## config.mk

```make
export PLATFORM = sky130hd
export DESIGN_NAME = jtframe_pll_phase
export DESIGN_NICKNAME = d
export VERILOG_FILES = /design/src/rtl/jtframe_pll_phase.sv
export SDC_FILE = /design/constraint.sdc
export NUM_CORES = 1
export LEC_CHECK = 0
export BUFFER_PORTS_ARGS = -buffer_cell sky130_fd_sc_hd__buf_2
export CORE_ASPECT_RATIO = 0.6
export CORE_MARGIN = 8
export CORE_UTILIZATION = 67
export DETAILED_ROUTE_END_ITERATION = 8
export MAX_ROUTING_LAYER = met4
export PLACE_DENSITY = 0.95
export SETUP_SLACK_MARGIN = 0.05
export SLEW_MARGIN = 20
export SYNTH_ARGS = -nofsm -noshare
export SYNTH_HDL_FRONTEND = slang
export SYNTH_SLANG_ARGS = --single-unit
export TNS_END_PERCENT = 100
```

## constraint.sdc

```tcl
create_clock -name clk -period 8.7 [get_ports clk]
set_clock_uncertainty 0.15 [all_clocks]
set_input_delay 1.74 -clock clk [delete_from_list [all_inputs] [get_ports clk]]
set_output_delay 1.74 -clock clk [all_outputs]
set_load 0.05 [all_outputs]
```

## src/rtl/jtframe_pll_phase.sv

```systemverilog
// jtframe_pll_phase
// Walks the dynamic phase of individual PLL output channels one step at a
// time until each reaches a requested signed position. One position
// register per channel records the steps applied since the PLL last locked.
// Every step is a two-cycle phase_en pulse, followed by a phase_done
// handshake: wait for it to rise, then wait for it to fall again.
// Each handshake phase is bounded by a timeout of TO clock cycles.

module jtframe_pll_phase #(
  parameter int NCH = 6,
  parameter int CW  = 5,
  parameter int PW  = 8,
  parameter int TO  = 255,
  parameter int CHW = (NCH > 1) ? $clog2(NCH) : 1
) (
  input  logic                 clk,
  input  logic                 rst_n,
  input  logic                 locked,
  input  logic                 req,
  input  logic [CHW-1:0]       req_ch,
  input  logic signed [PW-1:0] req_pos,
  output logic                 busy,
  output logic                 done,
  output logic                 err,
  output logic signed [PW-1:0] pos,
  output logic                 phase_en,
  output logic                 updn,
  output logic [CW-1:0]        cntsel,
  input  logic                 phase_done
);

  localparam logic [2:0] ST_IDLE  = 3'd0;
  localparam logic [2:0] ST_CHECK = 3'd1;
  localparam logic [2:0] ST_STEP  = 3'd2;
  localparam logic [2:0] ST_WAIT  = 3'd3;
  localparam logic [2:0] ST_GAP   = 3'd4;
  localparam logic [2:0] ST_FIN   = 3'd5;

  // The timer only counts cycles spent in WAIT or GAP without the
  // awaited phase_done level. It expires on the TO-th such cycle.
  localparam int            TW       = (TO > 0) ? $clog2(TO + 1) : 1;
  localparam logic [TW-1:0] TMR_LAST = TW'(TO - 1);
  localparam logic [CHW:0]  NCH_LIM  = (CHW + 1)'(NCH);

  logic [2:0]           state;
  logic [CHW-1:0]       ch_q;
  logic signed [PW-1:0] tgt_q;
  logic signed [PW-1:0] pos_r [NCH];
  logic                 locked_q;
  logic [TW-1:0]        tmr;
  logic                 step_cnt;
  logic                 phase_en_q;

  logic                 lock_fall;
  logic                 ch_ok;
  logic signed [PW-1:0] cur_pos;
  logic signed [PW-1:0] step_val;
  logic                 in_hs;
  logic                 hs_hit;
  logic                 tmr_expired;
  logic                 step_ack;

  // Remember last cycle's lock status so a loss of lock can be seen as an edge
  always_ff @(posedge clk or negedge rst_n) begin
    if (!rst_n) begin
      locked_q <= 1'b0;
    end else begin
      locked_q <= locked;
    end
  end

  // Select the latched channel's position and derive the handshake conditions
  always_comb begin
    cur_pos = '0;
    for (int i = 0; i < NCH; i++) begin
      if (ch_q == CHW'(i)) begin
        cur_pos = pos_r[i];
      end
    end
    lock_fall   = locked_q & ~locked;
    ch_ok       = ({1'b0, ch_q} < NCH_LIM);
    step_val    = updn ? PW'(1) : '1;
    in_hs       = (state == ST_WAIT) || (state == ST_GAP);
    hs_hit      = ((state == ST_WAIT) &&  phase_done) ||
                  ((state == ST_GAP)  && !phase_done);
    tmr_expired = in_hs && !hs_hit && (tmr == TMR_LAST);
    step_ack    = (state == ST_WAIT) && phase_done && !lock_fall;
  end

  // The position shown is always that of the most recently latched channel
  assign pos = cur_pos;

  // A loss of lock blanks phase_en at once, without waiting for a clock edge
  assign phase_en = phase_en_q & locked;

  // Handshake timeout counter; restarts whenever a handshake phase begins or completes
  always_ff @(posedge clk or negedge rst_n) begin
    if (!rst_n) begin
      tmr <= '0;
    end else if (lock_fall || !in_hs || hs_hit || tmr_expired) begin
      tmr <= '0;
    end else begin
      tmr <= tmr + 1'b1;
    end
  end

  // Per-channel positions: wiped on loss of lock, moved one step per acknowledge
  always_ff @(posedge clk or negedge rst_n) begin
    if (!rst_n) begin
      for (int i = 0; i < NCH; i++) begin
        pos_r[i] <= '0;
      end
    end else if (lock_fall) begin
      for (int i = 0; i < NCH; i++) begin
        pos_r[i] <= '0;
      end
    end else if (step_ack) begin
      for (int i = 0; i < NCH; i++) begin
        if (ch_q == CHW'(i)) begin
          pos_r[i] <= pos_r[i] + step_val;
        end
      end
    end
  end

  // Request sequencer: validate, then step and handshake until on target
  always_ff @(posedge clk or negedge rst_n) begin
    if (!rst_n) begin
      state      <= ST_IDLE;
      ch_q       <= '0;
      tgt_q      <= '0;
      busy       <= 1'b0;
      done       <= 1'b0;
      err        <= 1'b0;
      updn       <= 1'b0;
      cntsel     <= '0;
      step_cnt   <= 1'b0;
      phase_en_q <= 1'b0;
    end else begin
      done <= 1'b0;
      err  <= 1'b0;
      if (lock_fall) begin
        phase_en_q <= 1'b0;
        step_cnt   <= 1'b0;
        if (state != ST_IDLE) begin
          err   <= 1'b1;
          busy  <= 1'b0;
          state <= ST_IDLE;
        end
      end else begin
        case (state)
          ST_IDLE: begin
            if (req) begin
              ch_q  <= req_ch;
              tgt_q <= req_pos;
              busy  <= 1'b1;
              state <= ST_CHECK;
            end
          end
          ST_CHECK: begin
            if (!ch_ok || !locked) begin
              err   <= 1'b1;
              busy  <= 1'b0;
              state <= ST_IDLE;
            end else if (tgt_q == cur_pos) begin
              done  <= 1'b1;
              busy  <= 1'b0;
              state <= ST_IDLE;
            end else begin
              updn       <= (tgt_q > cur_pos);
              cntsel     <= CW'(ch_q);
              phase_en_q <= 1'b1;
              step_cnt   <= 1'b0;
              state      <= ST_STEP;
            end
          end
          ST_STEP: begin
            if (step_cnt) begin
              phase_en_q <= 1'b0;
              step_cnt   <= 1'b0;
              state      <= ST_WAIT;
            end else begin
              step_cnt <= 1'b1;
            end
          end
          ST_WAIT: begin
            if (phase_done) begin
              state <= ST_GAP;
            end else if (tmr_expired) begin
              err   <= 1'b1;
              busy  <= 1'b0;
              state <= ST_IDLE;
            end
          end
          ST_GAP: begin
            if (!phase_done) begin
              if (cur_pos == tgt_q) begin
                state <= ST_FIN;
              end else begin
                phase_en_q <= 1'b1;
                step_cnt   <= 1'b0;
                state      <= ST_STEP;
              end
            end else if (tmr_expired) begin
              err   <= 1'b1;
              busy  <= 1'b0;
              state <= ST_IDLE;
            end
          end
          ST_FIN: begin
            done  <= 1'b1;
            busy  <= 1'b0;
            state <= ST_IDLE;
          end
          default: begin
            busy       <= 1'b0;
            phase_en_q <= 1'b0;
            state      <= ST_IDLE;
          end
        endcase
      end
    end
  end

endmodule

```

==> flow_summary.toml <==
[floorplanning]
rows = 26
die_area_um2 = 12200
core_area_um2 = 8520
die_w_um = 137
pin_count = 34
initial_core_util_pct = 69.3
fp.dieH_um = 88.7

[sta]
fmax_ghz = 0.242
slew_violations = 0
fin_crit_sh_pct = 47.6
setup_viol = 0
finalSetupTns_ns = 0
hold_viol_final = 0
period_needed_ns = 4.14
rsz0062_at_grt = "no"
slew_headroom_pct = 39.0
worst_pin_slew_ns = 0.908

[logic_synthesis]
synthCells = 644
synth_cell_types = 56
ys_seq_elements = 80
syn-cell-area_um2 = 5910
async_flop_share_pct = 100
synth_edf_count = 0
yosys_warnings = 0
synthesis.area_per_instance_um2 = 9.18
ys_seq_area_share_pct = 33.9
synth_ff_type = "dfrtp_1"

[setup_path]
end_kind = "primary output"
arrival_ns = 2.25
r2r_end = "cntsel[0]"
start_kind = "primary input"
worst-setup-path-type = "primary input to primary output"
cp-startpoint = "locked"
ff2ff_path_depth = 8
crit_path_max_fanout = 5
r2r_slack_ns = 5.15
cp.required_ns = 6.81
r2r_start = "ch_q[0]"

[power]
p_int_w = 0.000886
clkPwrFrac_pct = 26.4
switching_share_pct = 40.3
peakVddDrop_v = 0.000140
pwr-share-seq_pct = 35.8
leakagePower_nw = 2.90
pwr-share-comb_pct = 37.9
power.density_nw_per_um2 = 232
switchingPower_w = 0.000597

[global_routing]
grt_pass1_vias = 5255
antenna_found_initial = 2
grt_max_degree = 81
grt.overflow.total = 0
grtUsageTotal_pct = 28.2
grt_pass1_wl_um = 26200

[drt]
drcViolationCount = 0
drt_pass1_iterations = 6
vias = 5384
vias_per_cell = 6.93
drt_wl_total_um = 16300
ant_nets = 0
drt_iter0_drc = 626
post_drt_wl_per_cell_um = 21.0

[placed_design]
place.gp.congestion = 0.938
dpl.hpwl_um = 11400
port_buffers = 31

[clock_tree]
hold_buffers = 0
cts_resized = 0
post-cts-setup-buffers = 0
cts_sinks = 80
cts_tree = "done"
cts_buffers = 9
cts_buffer_depth = 2
clk_pin_slew_ns = 0.06
clock_tree.root_cell = "clkbuf_16"
htree_levels = 3
clk_latency_ns = 0.35

[finish]
drive_gt1_share_pct = 11.9
area_delta_synth_final_pct = 8.24
mostFrequentLayoutCells = "79 x dfrtp_1, 53 x nor2_1, 51 x nand2_1"
layout_commonest_cell = "dfrtp_1"
final_util_pct = 75.0
final_nets = 726

[worst_hold_path]
hp-start = "cntsel[1]"
hold_depth = 1
hold_path_class = "flop to flop"
min_to = "cntsel[1]"

[flow_run]
maxCapViolations = 0

[status]
status = "completed"
-- worst max-delay path by stage --
stage               end  cells after the start
6_report       phase_en                      3
5_1_grt          pos[0]                      4
4_1_cts          pos[0]                      4
3_5_place_dp   phase_en                      3
3_3_place_gp   phase_en                      3
2_1_floorplan    pos[0]                      5
-- through the flow --
| stage | cells | setup WS [ns] | hold WS, ns | total power, W | cell area (um2) |
|---|---|---|---|---|---|
| 2_1_floorplan | 645 | 4.51 | 0.329 | 0.000947 | 5910 |
| 6_report | 777 | 4.56 | 0.356 | 0.00148 | 6400 |
| 4_1_cts | 775 | 4.23 | 0.356 | 0.00147 | 6390 |
| 3_5_place_dp | 759 | 4.56 | 0.343 | 0.00107 | 6080 |
| 5_1_grt | 777 | 4.50 | 0.381 | 0.00155 | 6400 |
| 3_3_place_gp | 759 | 4.56 | 0.326 | 0.00103 | 6080 |
-- worst max-delay path: stages --
cell and delay (ns):
buf_2 0.13, and2_1 0.12, buf_2 0.25
-- metal layers --
layer	up-vias	global-route usage (%)	part of all wire [%]
li1	2386	-	-
met1	2625	33.8	40
met2	325	44.6	46
met3	48	7.88	11
met4	0	11.3	2.6
met5	-	-	0
-- cell usage after synthesis (3+ instances only) --
library cell / n / area [um2]
a211oi_1: 20 / 150
nor3_1: 22 / 110
mux2i_1: 14 / 140
inv_1: 30 / 113
clkbuf_1: 16 / 60.1
nand4b_1: 5 / 43.8
mux4_2: 8 / 180
nor2_1: 53 / 199
fa_1: 6 / 120
or3_1: 4 / 25.0
and2_1: 9 / 56.3
nand2_1: 51 / 191
a211o_1: 9 / 78.8
buf_2: 10 / 50.1
a21oi_1: 30 / 150
o21a_1: 14 / 105
nand4_1: 5 / 31.3
nand3_1: 11 / 55.1
and4_1: 3 / 26.3
nor2b_1: 15 / 93.8
and3_1: 4 / 25.0
nand2b_1: 12 / 75.1
a21boi_0: 3 / 22.5
o21ai_0: 42 / 210
xnor2_1: 8 / 70.1
o21bai_1: 8 / 60.1
o211ai_1: 15 / 113
a31oi_1: 9 / 56.3
nor4_1: 4 / 25.0
buf_4: 4 / 30.0
nor3b_1: 3 / 22.5
nor4b_1: 7 / 61.3
mux2_2: 13 / 146
ha_1: 46 / 576
a21o_1: 15 / 113
o31ai_1: 8 / 60.1
xor2_1: 5 / 43.8
dfrtp_1: 80 / 2000
-- state kept, by name, indices dropped and copies added (netlist names), 3 cells and up --
signal  count
ch_q        3
tmr         8
tgt_q       8
state       3
pos_r      48
cntsel      3
-- power by group through the flow --
stage | clock, W | combinational, W | sequential [W]
6_report | 0.000391 | 0.000562 | 0.000531
5_1_grt | 0.000408 | 0.000607 | 0.000538
4_1_cts | 0.000391 | 0.000551 | 0.000526
3_5_place_dp | 0 | 0.000544 | 0.000530
3_3_place_gp | 0 | 0.000509 | 0.000524
2_1_floorplan | 0 | 0.000436 | 0.000511
-- area by class of cell --
cell class                 count  area (um2)
tap                          112         140
sequential                    80        2000
antenna                        2        5.00
clock inverter                 2        37.5
clock buffer                  14         264
multi-input combinational    502        3640
fill                         573        2130
inverter                      30         113
timing repair buffer          35         191
-- cell families (layout without fill, tap and decap cells) --
group | count (synthesis) | in the layout | synth area share [%]
AOI/OAI and AO/OA | 182 | 182 | 20.3
xor gates and xnor gates | 13 | 13 | 1.93
adders and majority gates | 52 | 52 | 11.8
buffers and inverters | 63 | 81 | 4.59
DFF | 80 | 80 | 33.9
muxes | 35 | 35 | 7.90
other | 1 | 4 | 0.0635
and+or+nand+nor | 218 | 218 | 19.6
Note: power is estimated with default switching activity, not from simulation.
